## config.mk

```make
export PLATFORM = sky130hd
export DESIGN_NAME = softmax_seq_ctrl_flat
export DESIGN_NICKNAME = d
export VERILOG_FILES = /design/src/rtl/softmax_seq_ctrl_if.sv /design/src/rtl/softmax_seq_ctrl.sv /design/src/flat_wrapper.sv
export SDC_FILE = /design/constraint.sdc
export NUM_CORES = 1
export LEC_CHECK = 0
export ABC_AREA = 0
export CELL_PAD_IN_SITES_DETAIL_PLACEMENT = 1
export CELL_PAD_IN_SITES_GLOBAL_PLACEMENT = 2
export CORE_MARGIN = 1.5
export CORE_UTILIZATION = 45
export DETAILED_ROUTE_END_ITERATION = 8
export GPL_TIMING_DRIVEN = 0
export PLACE_DENSITY_LB_ADDON = 0.15
export REMOVE_ABC_BUFFERS = 1
export SLEW_MARGIN = 10
export SYNTH_ARGS = -nofsm -noshare
export SYNTH_HDL_FRONTEND = slang
export SYNTH_SLANG_ARGS = --single-unit
```

## constraint.sdc

```tcl
create_clock -name clk -period 13.8 [get_ports clk]
set_input_delay 3.45 -clock clk [delete_from_list [all_inputs] [get_ports clk]]
set_output_delay 3.45 -clock clk [all_outputs]
set_load 0.05 [all_outputs]
```

## src/rtl/softmax_seq_ctrl_if.sv

```systemverilog
// Handshake bundle between the softmax sequencer, its sample source and the exp stage.
interface softmax_seq_ctrl_if #(
   parameter int DATA_WIDTH = 16,
   parameter int IDX_W      = 3
);
   logic                         start;
   logic                         in_valid;
   logic signed [DATA_WIDTH-1:0] in_data;
   logic                         in_ready;
   logic                         out_valid;
   logic signed [DATA_WIDTH:0]   out_data;
   logic [IDX_W-1:0]             out_idx;
   logic                         out_ready;
   logic signed [DATA_WIDTH-1:0] max_out;
   logic                         busy;
   logic                         done;

   modport master (
      output start, in_valid, in_data, out_ready,
      input  in_ready, out_valid, out_data, out_idx, max_out, busy, done
   );

   modport slave (
      input  start, in_valid, in_data, out_ready,
      output in_ready, out_valid, out_data, out_idx, max_out, busy, done
   );
endinterface

```

## src/rtl/softmax_seq_ctrl.sv

```systemverilog
// Softmax front end: buffers one N-sample vector, tracks its maximum, then streams x[i]-max.
module softmax_seq_ctrl #(
   parameter int DATA_WIDTH = 16,
   parameter int N          = 8,
   parameter int IDX_W      = 3
) (
   input logic               clk,
   input logic               rst_n,
   softmax_seq_ctrl_if.slave sif
);
   localparam logic [1:0] S_IDLE  = 2'd0;
   localparam logic [1:0] S_LOAD  = 2'd1;
   localparam logic [1:0] S_DRAIN = 2'd2;
   localparam logic [1:0] S_DONE  = 2'd3;
   localparam logic [IDX_W-1:0] LAST = IDX_W'(N - 1);

   logic [1:0]                   state_q, state_d;
   logic [IDX_W-1:0]             ld_cnt_q, ld_cnt_d;
   logic [IDX_W-1:0]             drn_cnt_q, drn_cnt_d;
   logic signed [DATA_WIDTH-1:0] max_q, max_d;
   logic signed [DATA_WIDTH-1:0] bank_q [N];
   logic signed [DATA_WIDTH-1:0] bank_d [N];
   logic [N-1:0]                 bank_we;
   logic                         accept;
   logic                         drain_hs;
   logic signed [DATA_WIDTH-1:0] cur;
   logic signed [DATA_WIDTH:0]   cur_x;
   logic signed [DATA_WIDTH:0]   max_x;

   // Handshakes only count in their own state, so stray valid/ready elsewhere are inert.
   assign accept   = (state_q == S_LOAD)  && sif.in_valid;
   assign drain_hs = (state_q == S_DRAIN) && sif.out_ready;

   always_comb begin
      state_d   = state_q;
      ld_cnt_d  = ld_cnt_q;
      drn_cnt_d = drn_cnt_q;
      max_d     = max_q;
      case (state_q)
         S_IDLE: begin
            if (sif.start) begin
               state_d   = S_LOAD;
               ld_cnt_d  = '0;
               drn_cnt_d = '0;
            end
         end
         S_LOAD: begin
            if (accept) begin
               if ((ld_cnt_q == '0) || (sif.in_data > max_q)) max_d = sif.in_data;
               if (ld_cnt_q == LAST) state_d = S_DRAIN;
               else                  ld_cnt_d = ld_cnt_q + 1'b1;
            end
         end
         S_DRAIN: begin
            if (drain_hs) begin
               if (drn_cnt_q == LAST) state_d = S_DONE;
               else                   drn_cnt_d = drn_cnt_q + 1'b1;
            end
         end
         default: state_d = S_IDLE;
      endcase
   end

   always_ff @(posedge clk or negedge rst_n) begin
      if (!rst_n) begin
         state_q   <= S_IDLE;
         ld_cnt_q  <= '0;
         drn_cnt_q <= '0;
         max_q     <= '0;
      end else begin
         state_q   <= state_d;
         ld_cnt_q  <= ld_cnt_d;
         drn_cnt_q <= drn_cnt_d;
         max_q     <= max_d;
      end
   end

   for (genvar k = 0; k < N; k++) begin : g_bank
      assign bank_we[k] = accept && (ld_cnt_q == IDX_W'(k));

      always_comb begin
         bank_d[k] = bank_q[k];
         if (bank_we[k]) bank_d[k] = sif.in_data;
      end

      always_ff @(posedge clk or negedge rst_n) begin
         if (!rst_n) bank_q[k] <= '0;
         else        bank_q[k] <= bank_d[k];
      end
   end

   // One extra bit covers the full span min-max, so the subtraction never saturates.
   assign cur   = bank_q[drn_cnt_q];
   assign cur_x = {cur[DATA_WIDTH-1], cur};
   assign max_x = {max_q[DATA_WIDTH-1], max_q};

   assign sif.out_data  = cur_x - max_x;
   assign sif.out_idx   = drn_cnt_q;
   assign sif.out_valid = (state_q == S_DRAIN);
   assign sif.in_ready  = (state_q == S_LOAD);
   assign sif.busy      = (state_q != S_IDLE);
   assign sif.done      = (state_q == S_DONE);
   assign sif.max_out   = max_q;
endmodule

```

## src/flat_wrapper.sv

```systemverilog
// flat-port wrapper written by rule: the top's interface ports become plain ports
module softmax_seq_ctrl_flat 
#(
   parameter int DATA_WIDTH = 16,
   parameter int N          = 8,
   parameter int IDX_W      = 3
)
  (clk, rst_n, sif_start, sif_in_valid, sif_in_data, sif_out_ready, sif_in_ready, sif_out_valid, sif_out_data, sif_out_idx, sif_max_out, sif_busy, sif_done);
  softmax_seq_ctrl_if #(.DATA_WIDTH(DATA_WIDTH), .IDX_W(IDX_W)) sif_i ();
  input logic clk;
  input logic rst_n;
  input wire logic [$bits(sif_i.start)-1:0] sif_start;
  input wire logic [$bits(sif_i.in_valid)-1:0] sif_in_valid;
  input wire logic [$bits(sif_i.in_data)-1:0] sif_in_data;
  input wire logic [$bits(sif_i.out_ready)-1:0] sif_out_ready;
  output wire logic [$bits(sif_i.in_ready)-1:0] sif_in_ready;
  output wire logic [$bits(sif_i.out_valid)-1:0] sif_out_valid;
  output wire logic [$bits(sif_i.out_data)-1:0] sif_out_data;
  output wire logic [$bits(sif_i.out_idx)-1:0] sif_out_idx;
  output wire logic [$bits(sif_i.max_out)-1:0] sif_max_out;
  output wire logic [$bits(sif_i.busy)-1:0] sif_busy;
  output wire logic [$bits(sif_i.done)-1:0] sif_done;
  assign sif_i.start = sif_start;
  assign sif_i.in_valid = sif_in_valid;
  assign sif_i.in_data = sif_in_data;
  assign sif_i.out_ready = sif_out_ready;
  assign sif_in_ready = sif_i.in_ready;
  assign sif_out_valid = sif_i.out_valid;
  assign sif_out_data = sif_i.out_data;
  assign sif_out_idx = sif_i.out_idx;
  assign sif_max_out = sif_i.max_out;
  assign sif_busy = sif_i.busy;
  assign sif_done = sif_i.done;
  softmax_seq_ctrl #(.DATA_WIDTH(DATA_WIDTH), .N(N), .IDX_W(IDX_W)) u_core (.clk(clk), .rst_n(rst_n), .sif(sif_i));
endmodule
```

==> reports/metrics.yaml, run 1 <==
status:
  status: "finished, final reports clean"
clocking:
  cts_buffers: 17
  insertion_delay_ps: 430
  root_buffer: "clkbuf_16"
  ctsResizeCount: 0
  clk_pin_slew_worst_paths_ps: 60
  cts_tree: "built"
  ctsHtreeMaxLevel: 4
  clock_path_buffers: 2
  cts_hold_buf: 0
  post_cts_buffers: 0
  cts_sinks: 152
yosys:
  synth-simple-area-share_pct: 5.999
  synth-seq-cells: 152
  yosysWarningCount: 0
  yosysTopAreaCellShare_pct: 46.53
  ys.flop_type: "dfrtp_1"
  synth_mux_area_share_pct: 30.93
  synth_fa_ha_area_share_pct: 6.979
  synthTopCellsByArea: "dfrtp_1, mux2_2, mux4_2"
  yosysSeqAreaShare_pct: 46.53
  synth_cell_type_count: 53
  postSynth.asyncResetShare_pct: 100.0
  synthXorXnorAreaFrac_pct: 0.9642
  synth_top_family_by_area: "multiplexers"
  syn_area_mm2: 0.008175
  synthCells: 627
  syn_area_per_cell_um2: 13.04
  yosys.area.top_type: "dfrtp_1"
  synth_edf_count: 0
  synth_compound_area_share_pct: 5.678
floorplan:
  die_x_um: 137.8
  rows: 49
  pin_count: 61
  die_h_um: 137.8
  initial_utilization_pct: 45.67
  core-area_mm2: 0.01790
  die_area_mm2: 0.01898
drt:
  ant_nets: 0
  via_count: 5339
  routed_wl_um: 20310
  via_per_inst: 5.778
  drc: 0
  drt_iter0_drc: 237
  wl_per_cell_um: 21.98
  first_pass_iters: 4
sta:
  timing.fmax_mhz: 113.8
  hold_viol_final: 0
  drv_slew: 0
  rsz0062_at_grt: "false"
  period_share_pct: 63.67
  tightest_slew_ps: 1326
  fin_crit_ps: 8786
  setup_viol_count_final: 0
  relSlewSlack_pct: 11.37
  worst_clock_skew_ps: 11.94
  fin_tns_setup_ps: 0
critical_path:
  crit_arrival_ps: 5340
  worst-r2r-cell-count: 8
  cp_data_required_time_ps: 10350
  endpoint_kind: "output pin"
  endpoint: "sif_out_data[12]"
  startpoint: "u_core.sif.out_idx[0]$_DFFE_PN0P_"
  crit_type: "register to output pin"
  startpoint_type: "register"
  cp_max_fo: 37
  rr_endpoint: "u_core.sif.max_out[15]$_DFFE_PN0P_"
  rr_startpoint: "u_core.sif.max_out[14]$_DFFE_PN0P_"
  reg2reg_slack_ps: 10520
finish:
  layout_common_cells: "dfrtp_1, mux2_2, clkdlybuf4s50_1"
  syn2layout_area_growth_pct: 17.88
  diodes: 0
  fillers: 1789
  layout_commonest_cell: "dfrtp_1"
  seq_area_mm2: 0.003809
  final_util_pct: 53.83
  final_nets: 748
  layout.cells.non_filler: 924
  drive_above_1_share_pct: 32.09
  multiInputGateArea_mm2: 0.004138
run:
  max_cap_violations: 0
min_path:
  hp-start: "u_core.bank_q[64]$_DFFE_PN0P_"
  hp-class: "register to register"
grt:
  grt_usage_pct: 22.96
  antenna_found_initial: 0
  grt_pass1_wl_um: 32190
  grt_pass1_vias: 5882
  grt_overflow_total: 0
  grt_max_degree: 103
placement:
  placed_cells: 892
  portBuffers: 60
  hpwl_um: 13190
  gp_congestion: 0.8043
-- area by class of cell --
| type | instances | share of cell area, % |
|---|---|---|
| clock buffers | 21 | 4.778 |
| clock inverters | 11 | 1.766 |
| inverters | 32 | 1.246 |
| multi-input cells | 417 | 42.94 |
| flip-flops and latches | 152 | 39.52 |
| well taps | 229 | 2.973 |
| repair buffers | 62 | 6.777 |
-- logic make-up after synthesis --
group / Yosys count
multiplexers: 190
flip-flops: 152
AND/OR/NAND/NOR: 98
AO/OA/AOI/OAI: 75
buffers and inverters: 58
adder cells (fa/ha/maj): 45
XOR/XNOR: 9
-- worst min-delay path by stage --
stage / to / slack, ps / depth (start not counted)
3_5_place_dp: u_core.bank_q[64]$_DFFE_PN0P_ / 470 / 2
6_report: u_core.bank_q[64]$_DFFE_PN0P_ / 480 / 2
3_3_place_gp: u_core.bank_q[16]$_DFFE_PN0P_ / 460 / 2
2_1_floorplan: u_core.bank_q[16]$_DFFE_PN0P_ / 440 / 2
5_1_grt: u_core.bank_q[11]$_DFFE_PN0P_ / 510 / 1
4_1_cts: u_core.bank_q[64]$_DFFE_PN0P_ / 490 / 2
-- stage by stage --
| stage | setup WS (ps) | cell area, um^2 | hold WS, ps |
|---|---|---|---|
| detailed placement | 5475 | 9001 | 473.3 |
| finish | 5014 | 9637 | 479.0 |
| global placement | 3358 | 8944 | 458.2 |
| CTS | 5012 | 9632 | 487.6 |
| floorplan | 4821 | 8056 | 444.6 |
| global route | 4836 | 9637 | 514.2 |
-- synthesized netlist by cell type, types with 7 or more instances --
library cell,count
a21oi_1,22
o21ai_0,24
mux2i_1,7
nand2_1,31
inv_1,32
nor3_1,8
clkbuf_1,19
nor2_1,19
mux2_4,10
mux2_2,141
dfrtp_1,152
mux4_2,32
ha_1,44
xnor2_1,8
-- flip-flops by register name, indices dropped and copies added (netlist names) --
register,cells
u_core.bank_q,128
u_core.state_q,2
u_core.ld_cnt_q,3
u_core.sif.out_idx,3
u_core.sif.max_out,16
-- metal layers --
layer | vias to the layer above | track usage [%] | wire, um
li1 | 2408 | - | -
met1 | 2840 | 30.94 | 9621
met2 | 73 | 38.44 | 9955
met3 | 18 | 3.863 | 488
met4 | 0 | 6.308 | 250
met5 | - | 0 | 0
-- critical path, stage by stage (launching register included) --
cell and delay [ps]:
dfrtp_4 940, mux4_2 590, mux2_2 280, ha_1 320, nor2b_1 170, o21a_1 190, o21ai_0 530, a211oi_1 310
or4b_2 670, and3_1 180, clkdlybuf4s50_1 690
Power of run 1 is not shown: default switching activity piles up to over one toggle a cycle in this logic, so the estimate is an artifact.
==> inputs of run 2 (changes only) <==
--- a/config.mk
+++ b/config.mk
@@ -9,7 +9,7 @@
 export CELL_PAD_IN_SITES_DETAIL_PLACEMENT = 1
 export CELL_PAD_IN_SITES_GLOBAL_PLACEMENT = 2
 export CORE_MARGIN = 1.5
-export CORE_UTILIZATION = 45
+export CORE_UTILIZATION = 41
 export DETAILED_ROUTE_END_ITERATION = 8
 export GPL_TIMING_DRIVEN = 0
 export PLACE_DENSITY_LB_ADDON = 0.15
==> constraint.sdc (replaced) <==
create_clock -name clk -period 9.2 [get_ports clk]
set_input_delay 2.3 -clock clk [delete_from_list [all_inputs] [get_ports clk]]
set_output_delay 2.3 -clock clk [all_outputs]
set_load 0.05 [all_outputs]
==> run 2 against run 1 <==
Compared with the run above: global-route usage shrank 1.4 points; sequential share of layout area shrank 0.067 points; wire length grew 0.46%; sequential cell count is the same; core utilization shrank 4.4 points; count of clock-buffer cells in the layout shrank 3; worst setup slack lost 3500 ps; register-to-register slack lost 4500 ps.
==> reports/metrics.yaml, run 2 (same netlist as run 1, synthesis figures left out) <==
status:
  status: "finished, final reports clean"
clocking:
  cts_hold_buf: 0
  ctsHtreeMaxLevel: 4
  cts_sinks: 152
  post_cts_buffers: 0
  clk_pin_slew_worst_paths_ps: 60
  root_buffer: "clkbuf_16"
  cts_tree: "built"
  cts_buffers: 17
  insertion_delay_ps: 430
  clock_path_buffers: 2
  ctsResizeCount: 0
critical_path:
  rr_startpoint: "u_core.sif.max_out[15]$_DFFE_PN0P_"
  crit_type: "register to output pin"
  startpoint_type: "register"
  cpMaxStageDelayCell: "dfrtp_4"
  max_stage_delay_ps: 930
  startpoint: "u_core.sif.out_idx[0]$_DFFE_PN0P_"
  path_cells: "mux4_2 > mux2_2 > ha_1 > nor2b_1 > o21a_1 > o21ai_0 > a211oi_1 > or4b_2 > and3_1 > clkdlybuf4s50_1"
  critPathTopFamily: "compound AO/OA/AOI/OAI gates"
  crit_arrival_ps: 5390
  cp_num_buf_inv: 1
  cp_max_fo: 37
  endpoint_kind: "output pin"
  cp_data_required_time_ps: 6900
sta:
  worst_clock_skew_ps: 6.712
  rsz0062_at_grt: "false"
  timing.fmax_mhz: 130.1
  hold_viol_final: 0
  drv_slew: 0
  relSlewSlack_pct: 15.76
  tightest_slew_ps: 1260
  setup_viol_count_final: 0
  whs_ps: 488.8
  period_share_pct: 83.56
  fin_crit_ps: 7688
placement:
  portBuffers: 60
  placed_cells: 928
  gp_congestion: 0.7729
  hpwl_um: 13400
min_path:
  hp-start: "u_core.bank_q[0]$_DFFE_PN0P_"
  hp-class: "register to register"
drt:
  drt_iter0_drc: 258
  via_per_inst: 5.519
  wl_per_cell_um: 21.26
  drc: 0
  via_count: 5298
  first_pass_iters: 4
  ant_nets: 0
  routed_wl_um: 20410
finish:
  layout_commonest_cell: "dfrtp_1"
  layout.cells.non_filler: 960
  drive_above_1_share_pct: 32.37
  layout_common_cells: "dfrtp_1, mux2_2, clkdlybuf4s50_1"
  final_nets: 748
  largest_register_ffs: 128
  diodes: 0
  top_register: "u_core.bank_q"
  final_util_pct: 49.44
  syn2layout_area_growth_pct: 18.07
grt:
  antenna_found_initial: 0
  grt_max_degree: 86
  grt_pass1_wl_um: 32920
  grt_overflow_total: 0
  grt_pass1_vias: 5799
  grt_usage_pct: 21.60
run:
  max_cap_violations: 0
floorplan:
  die_h_um: 144.2
  initial_utilization_pct: 41.87
  die_area_mm2: 0.02080
  rows: 51
  die_x_um: 144.2
  core-area_mm2: 0.01953
  pin_count: 61
==> run 2: cell count changes in the layout (fill, tap and decap cells not counted) <==
cell | previous run | this run
and2_1 | 2 | 1
and2_2 | 0 | 1
bufinv_16 | 4 | 3
clkbuf_1 | 2 | 1
clkbuf_8 | 2 | 0
clkinv_2 | 2 | 3
inv_6 | 1 | 4
==> run 2: path summary, 6_finish.rpt <==
check,end,slack (ps),cells past startpoint
max,sif_out_data[12],1510,10
min,u_core.bank_q[0]$_DFFE_PN0P_,490,2
max reg2reg,u_core.sif.max_out[3]$_DFFE_PN0P_,5990,8
min reg2reg,u_core.bank_q[0]$_DFFE_PN0P_,490,2
max in group asynchronous,u_core.bank_q[119]$_DFFE_PN0P_,6550,2
min in group asynchronous,u_core.bank_q[77]$_DFFE_PN0P_,1860,1
==> run 2: per-stage QoR <==
step / TNS [ps] / setup slack [ps] / instance area, um^2
2_1_floorplan: 0 / 1371 / 8056
3_3_place_gp: -15340 / -115.9 / 8989
3_5_place_dp: 0 / 1990 / 9046
4_1_cts: 0 / 1505 / 9647
5_1_grt: 0 / 1296 / 9653
6_report: 0 / 1512 / 9653
==> run 2: tightest hold or removal path, cell delays in order (launching register included) <==
cell	delay, ps
dfrtp_1	350
nand2_1	50
o21ai_0	60
==> run 2: area by class of cell <==
class / count / area, um^2
Timing Repair Buffer: 62 / 653.1
Fill cell: 2017 / 9873
Clock inverter: 14 / 171.4
Tap cell: 265 / 331.6
Inverter: 32 / 120.1
Clock buffer: 18 / 429.2
Sequential cell: 152 / 3809
Multi-Input combinational cell: 417 / 4139
==> run 2: routing by layer <==
| metal | part of all wire (%) | global-route usage, % | vias up |
|---|---|---|---|
| li1 | - | - | 2408 |
| met1 | 47 | 28.60 | 2812 |
| met2 | 50 | 36.77 | 66 |
| met3 | 2.1 | 4.172 | 12 |
| met4 | 0.84 | 4.997 | 0 |
| met5 | 0 | 0 | - |
Power of run 2 is left out for the same reason.
==> inputs of run 3 (changes only) <==
--- a/config.mk
+++ b/config.mk
@@ -9,7 +9,7 @@
 export CELL_PAD_IN_SITES_DETAIL_PLACEMENT = 1
 export CELL_PAD_IN_SITES_GLOBAL_PLACEMENT = 2
 export CORE_MARGIN = 1.5
-export CORE_UTILIZATION = 41
+export CORE_UTILIZATION = 37
 export DETAILED_ROUTE_END_ITERATION = 8
 export GPL_TIMING_DRIVEN = 0
 export PLACE_DENSITY_LB_ADDON = 0.15
==> constraint.sdc (replaced) <==
create_clock -name clk -period 6.7 [get_ports clk]
set_input_delay 1.675 -clock clk [delete_from_list [all_inputs] [get_ports clk]]
set_output_delay 1.675 -clock clk [all_outputs]
set_load 0.05 [all_outputs]
==> run 3 against run 2 <==
Compared with the run above: core utilization decreased by 4.7 points; critical path depth up 1; global-route usage down 1.8 points; cell area rose by 0.93%; clock skew increased by 6.0 ps; first-iteration DRC count decreased by 42%; sequential share of layout area decreased by 0.35 points; worst setup slack got worse by 1200 ps; die area grew 11%.
==> reports/metrics.yaml, run 3 (same netlist as run 1, synthesis figures left out) <==
status:
  status: "finished, final reports clean"
drt:
  drc: 0
  via_per_inst: 5.428
  ant_nets: 0
  via_count: 5298
  wl_met1_um: 10110
  first_pass_iters: 4
  wl_met3_um: 544
  drt_iter0_drc: 150
  wl_per_cell_um: 21.67
  top_layer: "met4"
  routed_wl_um: 21150
  wl_met2_um: 10150
floorplan:
  die_area_mm2: 0.02300
  rows: 54
  initial_utilization_pct: 37.58
  pin_count: 61
  die_x_um: 151.6
  core-area_mm2: 0.02176
  die_h_um: 151.6
min_path:
  hp-class: "register to register"
finish:
  largest_register_ffs: 128
  design_area_mm2: 0.009743
  final_nets: 750
  syn2layout_area_growth_pct: 19.18
  multiInputGateArea_mm2: 0.004139
  layout_common_cells: "dfrtp_1, mux2_2, clkdlybuf4s50_1"
  seq_area_mm2: 0.003810
  diodes: 0
  final_util_pct: 44.78
  layout.cells.non_filler: 976
  layout_commonest_cell: "dfrtp_1"
  fillers: 2221
  drive_above_1_share_pct: 32.61
  top_register: "u_core.bank_q"
critical_path:
  cpMaxStageDelayCell: "clkdlybuf4s50_1"
  cp_max_fo: 24
  endpoint_kind: "output pin"
  path_cells: "buf_12 > mux4_2 > mux2_2 > ha_1 > nor2b_1 > o21a_1 > o21ai_1 > a211oi_1 > or4b_2 > and3_1 > clkdlybuf4s50_1"
  crit_type: "register to output pin"
  startpoint_type: "register"
  cp_data_required_time_ps: 5030
  max_stage_delay_ps: 700
  crit_arrival_ps: 4730
placement:
  portBuffers: 60
  placed_cells: 943
  hpwl_um: 13750
  post_dp_cell_area_mm2: 0.009065
  gp_congestion: 0.7559
grt:
  grt_max_degree: 94
  grt_pass1_wl_um: 33780
  grt_overflow_total: 0
  antenna_found_initial: 0
  grt_usage_pct: 19.81
  grt_pass1_vias: 5894
clocking:
  cts_buffers: 17
  cts_hold_buf: 0
  root_buffer: "clkbuf_16"
  cts_sinks: 152
  insertion_delay_ps: 430
  ctsHtreeMaxLevel: 4
  cts_tree: "built"
  clk_pin_slew_worst_paths_ps: 60
  clock_path_buffers: 2
sta:
  drv_slew: 0
  setup_viol_count_final: 0
  rsz0062_at_grt: "false"
  fin_crit_ps: 6406
  hold_viol_final: 0
  relSlewSlack_pct: 19.38
  worst_clock_skew_ps: 12.72
  whs_ps: 492.4
  period_share_pct: 95.61
  timing.fmax_mhz: 156.1
  tightest_slew_ps: 1206
run:
  max_cap_violations: 0
run 3: changes by cell type in the layout (fill, tap and decap cells not counted), sizes merged:
cell      delta
buf          +2
clkinvlp     -2
inv          +1
bufinv       +1
clkinv       -1
run 3: final timing paths:
kind / cells past startpoint / to / slack [ps] / startpoint
min: 2 / u_core.bank_q[64]$_DFFE_PN0P_ / 490 / u_core.bank_q[64]$_DFFE_PN0P_
max reg2reg: 8 / u_core.sif.max_out[2]$_DFFE_PN0P_ / 3410 / u_core.sif.max_out[15]$_DFFE_PN0P_
max in group asynchronous: 2 / u_core.bank_q[86]$_DFFE_PN0P_ / 4730 / rst_n
max: 11 / sif_out_data[12] / 290 / u_core.sif.out_idx[1]$_DFFE_PN0P_
min in group asynchronous: 1 / u_core.state_q[1]$_DFFE_PN0P_ / 1160 / rst_n
min reg2reg: 2 / u_core.bank_q[64]$_DFFE_PN0P_ / 490 / u_core.bank_q[64]$_DFFE_PN0P_
run 3: what timing repair did:
action	in CTS	in global routing
gates resized for setup	1	1
setup endpoints to repair	6	2
buffers inserted	2	0
run 3: critical path, delay by kind of cell, from the launching register on:
kind	cells	cell delay, ps
and+or+nand+nor	3	1000
AOI/OAI and AO/OA	3	810
DFF	1	590
buffers and inverters	2	960
muxes	2	610
adders and majority gates	1	320
run 3: metrics by stage:
stage,setup WS (ps),TNS (ps)
detailed placement,135.4,0
finish,293.9,0
floorplan,-504.1,-590.5
global placement,-2103,-326440
global route,74.29,0
CTS,78.10,0
run 3: layout make-up:
cell class	instances	share of cell area, %
timing repair buffer	64	7.191
tap	280	3.596
clock buffer	18	4.405
sequential	152	39.10
multi-input combinational	417	42.48
inverter	32	1.233
clock inverter	13	1.990
run 3: per-layer routing:
metal	vias up	GRT usage, %
met5	-	0
met3	19	2.874
met4	0	6.250
met1	2779	27.55
met2	76	31.92
li1	2424	-
Power of run 3 is left out for the same reason.
